## config.mk

```make
export PLATFORM = sky130hd
export DESIGN_NAME = fetch_unit_flat
export DESIGN_NICKNAME = d
export VERILOG_FILES = /design/src/rtl/riscv_pkg.sv /design/src/rtl/fetch_unit_if.sv /design/src/rtl/next_pc_sel.sv /design/src/rtl/fetch_unit.sv /design/src/flat_wrapper.sv
export SDC_FILE = /design/constraint.sdc
export NUM_CORES = 1
export LEC_CHECK = 0
export CAP_MARGIN = 30
export CORE_ASPECT_RATIO = 0.5
export CORE_MARGIN = 4
export CORE_UTILIZATION = 46
export DETAILED_ROUTE_END_ITERATION = 12
export PLACE_DENSITY = 0.79
export SLEW_MARGIN = 20
export SYNTH_ARGS = -nofsm -noshare
export SYNTH_HDL_FRONTEND = slang
export SYNTH_HIERARCHICAL = 1
export SYNTH_SLANG_ARGS = --single-unit
```

## constraint.sdc

```tcl
create_clock -name clk -period 4.09 [get_ports clk]
set_input_delay 1.227 -clock clk [delete_from_list [all_inputs] [get_ports clk]]
set_output_delay 1.227 -clock clk [all_outputs]
set_load 0.1 [all_outputs]
```

## src/rtl/riscv_pkg.sv

```systemverilog
// Shared encodings for the fetch stage: next-PC select, fault causes and FSM states.
package riscv_pkg;

  localparam int unsigned XLEN_DEFAULT = 32;

  localparam logic [1:0] PC_PLUS4  = 2'b00;
  localparam logic [1:0] PC_BRANCH = 2'b01;
  localparam logic [1:0] PC_JALR   = 2'b10;

  localparam logic [1:0] FAULT_NONE     = 2'b00;
  localparam logic [1:0] FAULT_MISALIGN = 2'b01;
  localparam logic [1:0] FAULT_TIMEOUT  = 2'b10;

  typedef logic [1:0] fetch_state_t;
  localparam fetch_state_t ST_FETCH = 2'd0;
  localparam fetch_state_t ST_WAIT  = 2'd1;
  localparam fetch_state_t ST_ISSUE = 2'd2;
  localparam fetch_state_t ST_HALT  = 2'd3;

endpackage

```

## src/rtl/fetch_unit_if.sv

```systemverilog
// Instruction-memory request/response bus between the fetch stage and imem.
interface fetch_unit_if #(
  parameter int unsigned XLEN = riscv_pkg::XLEN_DEFAULT
) ();
  logic            imem_req;
  logic [XLEN-1:0] imem_addr;
  logic            imem_ready;
  logic            imem_rvalid;
  logic [31:0]     imem_rdata;

  modport master (
    output imem_req, imem_addr,
    input  imem_ready, imem_rvalid, imem_rdata
  );

  modport slave (
    input  imem_req, imem_addr,
    output imem_ready, imem_rvalid, imem_rdata
  );
endinterface

```

## src/rtl/next_pc_sel.sv

```systemverilog
// Combinational next-PC adder/mux with word-alignment check on the selected target.
module next_pc_sel
  import riscv_pkg::*;
#(
  parameter int unsigned XLEN = XLEN_DEFAULT
) (
  input  logic [XLEN-1:0] pc,
  input  logic [1:0]      pc_src,
  input  logic [XLEN-1:0] imm_ext,
  input  logic [XLEN-1:0] alu_result,
  output logic [XLEN-1:0] next_pc,
  output logic [XLEN-1:0] pc_plus4,
  output logic            misaligned
);

  always_comb begin
    pc_plus4 = pc + XLEN'(4);
    next_pc  = pc_plus4;
    case (pc_src)
      PC_BRANCH: next_pc = pc + imm_ext;
      // jalr target drops bit 0 before the alignment check
      PC_JALR:   next_pc = alu_result & ~XLEN'(1);
      default:   next_pc = pc_plus4;
    endcase
  end

  assign misaligned = |next_pc[1:0];

endmodule

```

## src/rtl/fetch_unit.sv

```systemverilog
// Fetch stage: owns the PC, runs the imem handshake, issues one instruction at a time
// and halts stickily on misaligned targets or memory timeout.
module fetch_unit
  import riscv_pkg::*;
#(
  parameter int unsigned     XLEN     = XLEN_DEFAULT,
  parameter logic [XLEN-1:0] RESET_PC = '0,
  parameter int unsigned     TIMEOUT  = 255
) (
  input  logic              clk,
  input  logic              rst,
  fetch_unit_if.master      imem,
  output logic [31:0]       instr,
  output logic              instr_valid,
  input  logic              exec_ready,
  output logic [XLEN-1:0]   pc,
  output logic [XLEN-1:0]   pc_plus4,
  input  logic [1:0]        pc_src,
  input  logic [XLEN-1:0]   imm_ext,
  input  logic [XLEN-1:0]   alu_result,
  output logic              fault,
  output logic [1:0]        fault_cause
);

  localparam int unsigned CW = $clog2(TIMEOUT + 1);

  fetch_state_t    state;
  logic [CW-1:0]   count;
  logic            outstanding;
  logic [XLEN-1:0] next_pc;
  logic            misaligned;
  logic            resp;
  logic            expire;

  next_pc_sel #(.XLEN(XLEN)) u_next_pc_sel (
    .pc         (pc),
    .pc_src     (pc_src),
    .imm_ext    (imm_ext),
    .alu_result (alu_result),
    .next_pc    (next_pc),
    .pc_plus4   (pc_plus4),
    .misaligned (misaligned)
  );

  assign imem.imem_req  = (state == ST_FETCH) && !rst;
  assign imem.imem_addr = pc;

  // Responses only count against a request issued since the last reset
  assign resp   = (state == ST_WAIT) && outstanding && imem.imem_rvalid;
  assign expire = (count == CW'(TIMEOUT - 1));

  always_ff @(posedge clk) begin
    if (rst) begin
      state       <= ST_FETCH;
      pc          <= RESET_PC;
      instr       <= '0;
      instr_valid <= 1'b0;
      fault       <= 1'b0;
      fault_cause <= FAULT_NONE;
      count       <= '0;
      outstanding <= 1'b0;
    end else begin
      case (state)
        ST_FETCH: begin
          if (imem.imem_ready) begin
            state       <= ST_WAIT;
            count       <= '0;
            outstanding <= 1'b1;
          end
        end
        ST_WAIT: begin
          if (resp) begin
            instr       <= imem.imem_rdata;
            instr_valid <= 1'b1;
            outstanding <= 1'b0;
            state       <= ST_ISSUE;
          end else if (expire) begin
            count       <= count + CW'(1);
            outstanding <= 1'b0;
            fault       <= 1'b1;
            fault_cause <= FAULT_TIMEOUT;
            state       <= ST_HALT;
          end else begin
            count <= count + CW'(1);
          end
        end
        ST_ISSUE: begin
          if (exec_ready) begin
            instr_valid <= 1'b0;
            if (misaligned) begin
              fault       <= 1'b1;
              fault_cause <= FAULT_MISALIGN;
              state       <= ST_HALT;
            end else begin
              pc    <= next_pc;
              state <= ST_FETCH;
            end
          end
        end
        ST_HALT: begin
          state <= ST_HALT;
        end
      endcase
    end
  end

endmodule

```

## src/flat_wrapper.sv

```systemverilog
// flat-port wrapper written by rule: the top's interface ports become plain ports
module fetch_unit_flat import riscv_pkg::*;
#(
  parameter int unsigned     XLEN     = XLEN_DEFAULT,
  parameter logic [XLEN-1:0] RESET_PC = '0,
  parameter int unsigned     TIMEOUT  = 255
)
  (clk, rst, instr, instr_valid, exec_ready, pc, pc_plus4, pc_src, imm_ext, alu_result, fault, fault_cause, imem_imem_req, imem_imem_addr, imem_imem_ready, imem_imem_rvalid, imem_imem_rdata);
  fetch_unit_if #(.XLEN(XLEN)) imem_i ();
  input  logic clk;
  input  logic rst;
  output logic [31:0] instr;
  output logic instr_valid;
  input  logic exec_ready;
  output logic [XLEN-1:0] pc;
  output logic [XLEN-1:0] pc_plus4;
  input  logic [1:0] pc_src;
  input  logic [XLEN-1:0] imm_ext;
  input  logic [XLEN-1:0] alu_result;
  output logic fault;
  output logic [1:0] fault_cause;
  output wire logic [$bits(imem_i.imem_req)-1:0] imem_imem_req;
  output wire logic [$bits(imem_i.imem_addr)-1:0] imem_imem_addr;
  input wire logic [$bits(imem_i.imem_ready)-1:0] imem_imem_ready;
  input wire logic [$bits(imem_i.imem_rvalid)-1:0] imem_imem_rvalid;
  input wire logic [$bits(imem_i.imem_rdata)-1:0] imem_imem_rdata;
  assign imem_imem_req = imem_i.imem_req;
  assign imem_imem_addr = imem_i.imem_addr;
  assign imem_i.imem_ready = imem_imem_ready;
  assign imem_i.imem_rvalid = imem_imem_rvalid;
  assign imem_i.imem_rdata = imem_imem_rdata;
  fetch_unit #(.XLEN(XLEN), .RESET_PC(RESET_PC), .TIMEOUT(TIMEOUT)) u_core (.clk(clk), .rst(rst), .imem(imem_i), .instr(instr), .instr_valid(instr_valid), .exec_ready(exec_ready), .pc(pc), .pc_plus4(pc_plus4), .pc_src(pc_src), .imm_ext(imm_ext), .alu_result(alu_result), .fault(fault), .fault_cause(fault_cause));
endmodule
```

[Yosys cells after proc, flatten, opt, wreduce, memory -nomap -nowiden]
Index checks and enable logic that the tools add are counted.
Storage, ports and cells
  register bits: 79
  bits of input ports: 103
  output and inout port bits: 133
  logic and storage cells: 67
Cells by class
  $add $sub $neg: 3
  equal/unequal tests: 13
  mux-type cells: 27
  bitwise gates (word level): 1
  reduce and logical (&&, ||, !) cells: 15
Operators with widths (count)
  $pmux W32 S2: 1
  $add A32 B3 Y32 const B: 1
  $add A32 B32 Y32: 1
  $mux W2: 9
  $mux W8: 2
  $pmux W8 S2: 1
  $reduce_and A3 Y1: 5
  $mux W1: 9
  $add A8 B1 Y8 const B: 1
  $eq A8 B8 Y1 const B: 1
  $pmux W2 S4: 1
  $eq A2 B2 Y1 const B: 3
  $ne A2 B1 Y1 const B: 3
  $ne A2 B2 Y1 const B: 3
  $pmux W1 S2: 3
  $reduce_and A5 Y1: 1
  $eq A2 B1 Y1 const B: 2
  $pmux W2 S2: 1
  $reduce_bool A2 Y1: 2
  $logic_and A1 B1 Y1: 3
  $ne A3 B1 Y1 const B: 1
  $logic_not A2 Y1: 1
  $reduce_and A2 Y1: 1
  $reduce_or A2 Y1: 1
  2 further kinds: 2

[Depth between registers and ports, before layout]
  depth in word-level cells: 6
  gate-level depth with buffers: 12
  depth with buffers taken out: 12

[Modules after synthesis]
Netlist, hierarchy kept.
Modules (own cells, without submodules)
  fetch_unit: instances 1, cells an instance 407, area an instance 3298.2 µm², seq. area each 1581.5 µm²
  next_pc_sel: instances 1, cells an instance 450, area an instance 2969.1 µm², seq. area each 0.0 µm²

[Worst setup path after synthesis]
OpenSTA, ideal clock, no wires.
  path type: register to output
  start: register u_core.pc[17] (netlist: u_core/imem.imem_addr[17])
  end: output pc_plus4[27]
  arrival time: 3963 ps
  required time: 2863 ps
  setup slack: -1100 ps
  stages on the path, launching flop included: 6
  buffers on the path: 0
  cells stage by stage: dfxtp_1 nand4_1 or4_1 nor2_1 nand4_1 xnor2_1
On the way
  word-level cells in the longest chain between the ends: 1
RTL lines
  start, declared: line fetch_unit.sv:16  | output logic [XLEN-1:0] pc,
  start signal, assigned: line fetch_unit.sv:95  | pc <= next_pc;
  $add A32 B3 Y32: line next_pc_sel.sv:17  | pc_plus4 = pc + XLEN'(4);
  end, declared: line flat_wrapper.sv:16  | output logic [XLEN-1:0] pc_plus4;
No other way between the ends.

[Worst setup path in the final report]
  start: register u_core.pc[8] (netlist: u_core/imem.imem_addr[8])
  end: output pc_plus4[31]
Same word-level chain as after synthesis.

==> results by group <==
Floorplan
  – Core ar.: 13000 µm²
  – Width of the die: 173 µm
  – FP Rows: 29
  – IO Pins: around 240
  – Die area: 15700 µm²
  – Die Ht: around 90 µm
  – Initial Utilization: between 40% and 50%

Drt
  – Wire per inst: 17.8 µm
  – Number of DRC markers in iteration 0: 527
  – Pre-antenna DRT Iters: 5
  – Vias per Instance: 5.71
  – Routed WL: 21800 µm
  – Detail Route Antenna Nets: 0
  – DR vias: around 7000
  – DRC Markers: 0

Timing
  – Clock skew: 0.00624 ns
  – Fin. max-slew vios: 0
  – Setup violators final: 0
  – Setup TNS Final: 0 ns
  – Final worst-path cycle share: 97.0%
  – Fin worst setup slack: 0.122 ns
  – F_max: about 250 MHz
  – Slew HR: 31.8%
  – Final min period: 3.97 ns
  – Final hold viol count: 0
  – Worst-Margin Slew: between 1 and 1.5 ns

Power and ir drop
  – Maximum vdd ir drop: between 0.2 and 0.25 mV
  – PD cells: 256 nW/µm²
  – Static leakage: 3.68 nW
  – Total Power: 0.00237 W

Synthesis
  – Post-synthesis sequential area ratio: between 20% and 30%
  – Count leader, synth: nand2_1
  – EDFF count, synth: 0
  – Mapped Nets: 997
  – Synth Instances: 857
  – Syn_area_per_cell: ~7.3 µm²
  – Synthesized area: 6270 µm²
  – Synth cell types: 78
  – FFs w/ async S/R, synth: 0%
  – Yosys top cell area share: between 20% and 30%
  – Syn. warnings: 6
  – Synth cell count leaders: nand2_1 (174), a21oi_1 (114), dfxtp_1 (79), buf_4 (41), nor2_1 (37)
  – Post-synth top area cell: dfxtp_1
  – Register bit total from synthesis: 79
  – Top cells by area, synth: dfxtp_1 (25%), nand2_1 (10%), a21oi_1 (9.1%)
  – Top_reg_cell synth: dfxtp_1

Min path
  – Hold Path Class: flip-flop to flip-flop
  – Hold-critical path depth: 2

Critical path
  – Start point of the critical path: u_core/imem.imem_addr[8]
  – CP endpoint kind: output pin
  – Slowest CP cell: or4b_1
  – Critical path arrival: ~2.7 ns
  – CP Cell Sequence: and4_1 -> or4b_1 -> nor2_1 -> nand3_1 -> xnor2_4 -> buf_12
  – Worst Path Required: 2.86 ns
  – R2R cell count: 13
  – CP startpoint kind: flip-flop
  – Slowest stage delay, CP: approximately 0.6 ns
  – Setup crit end: pc_plus4[31]
  – Critical Path Fanout Max: 8
  – Critical path class: flip-flop to output pin
  – FF-to-FF Start: u_core/imem.imem_addr[0]
  – Reg2reg end: u_core/imem.imem_addr[28]
  – R2R setup slack: 1.12 ns

Placed design
  – Pre-CTS setup slack: -0.0460 ns
  – Hpwl dp: approximately 16000 µm
  – Placer Congestion: about 0.93
  – Placed Area: 8900 µm²
  – Number of port buffers: between 200 and 250

Clocking
  – Clock H-tree levels: 3
  – TritonCTS Buffers: 9
  – Maximum clock insertion buffer count: 2
  – Clk slew on worst S/H paths: 0.06 ns
  – CTS tree: yes
  – Clk_lat worst skew: 0.34 ns
  – Total setup buffers inserted after CTS: 0
  – Clock Sinks: 79
  – CTS root buffer: clkbuf_16

Global route
  – Total GRT Usage: 26.3%
  – Largest net degree at the start of global routing: 76
  – Gr ovfl total: 0
  – Vias in the first global route: 6542
  – Initial antenna violation count: 0
  – First-pass GRT wire length: 34200 µm

Finish
  – Area grow syn2layout: 47.7%
  – Layout net count: 1189
  – # fillers: ~1100
  – Finished Core Util: 71.2%
  – Layout cells sized above 1: between 15 and 20%
  – N_diodes: 0
  – Design Area, Final: 9260 µm²

Outcome
  – Status: complete, no violations

Job
  – Max-Cap Viols: 0
-- worst min path at each step --
stage / from / endpoint / slack, ns
after floorplan: u_core/count[5] / u_core/count[5] / 0.45
after global placement: u_core/instr[5] / u_core/instr[5] / 0.44
after detailed placement: u_core/instr[19] / u_core/instr[19] / 0.45
after CTS: u_core/instr[19] / u_core/instr[19] / 0.46
after global routing: u_core/instr[7] / u_core/instr[7] / 0.48
final: u_core/instr[22] / u_core/instr[22] / 0.45
-- cell usage in the layout (no fill, tap or decap), drive strengths merged, types with 11 or more instances in the layout --
| cell type | instances |
|---|---|
| a21o | 12 |
| a21oi | 114 |
| a221oi | 11 |
| a22oi | 11 |
| buf | 88 |
| clkdlybuf4s50 | 178 |
| dfxtp | 79 |
| ha | 36 |
| inv | 26 |
| nand2 | 174 |
| nand3 | 35 |
| nand4 | 11 |
| nor2 | 38 |
| nor3 | 11 |
| o21ai | 29 |
| o21bai | 11 |
| xnor2 | 24 |
| xor2 | 23 |
-- cell families (layout without fill, tap and decap cells) --
kind of cell               after synthesis  after routing  synth area share (%)
AOI/OAI and AO/OA                      245            245                  24.9
DFF                                     79             79                  25.2
muxes                                    6              6                 0.958
buffers and inverters                  110            306                  9.76
xor gates and xnor gates                47             47                  6.57
and+or+nand+nor                        333            333                  25.1
adders and majority gates               37             37                  7.51
-- where the power goes --
group / switching [W] / internal [W] / leakage, nW / total, W
Combinational: 0.000369 / 0.000235 / 2.86 / 0.000605
Clock: 0.000352 / 0.000599 / 0.166 / 0.000951
Sequential: 0.0000266 / 0.000787 / 0.648 / 0.000814
-- routing by layer --
metal  vias to the layer above  part of all wire [%]  track usage [%]
met1                      3256                    45             35.0
met4                         0                   1.6             6.57
met3                        26                   9.2             8.11
li1                       3399                     -                -
met2                       305                    44             41.5
met5                         -                     0                0
-- final cells by class --
type	count	area, µm²	share of cell area [%]
well taps	170	213	2.30
flip-flops and latches	79	1610	17.3
clock inverters	6	116	1.26
multi-input cells	668	4350	47.0
clock buffers	9	225	2.43
inverters	25	93.8	1.01
repair buffers	266	2650	28.7
-- flip-flops by register name (all words and copies together), names as in the netlist --
name / flops
u_core/count: 8
u_core/instr_valid: 1
u_core/fault_cause: 2
u_core/fault: 1
u_core/instr: 32
u_core/state: 2
u_core/imem.imem_addr: 32
u_core/outstanding: 1
-- critical path, delay by kind of cell, from the launching register on --
family                    cells  cell delay, ns
DFF                           1            0.42
xor gates and xnor gates      1            0.24
and+or+nand+nor               4            1.54
buffers and inverters         1            0.20
-- through the flow --
stage,cells,hold WS [ns]
CTS,1223,0.456
floorplan,857,0.454
global route,1223,0.477
finish,1223,0.454
global placement,1208,0.440
detailed placement,1208,0.448
-- repair_timing --
action,CTS,global route
pin swaps,0,0
hold buffers,0,0
resized for setup,1,2
setup endpoints to repair,1,5
(Power assumes the default switching activity.)
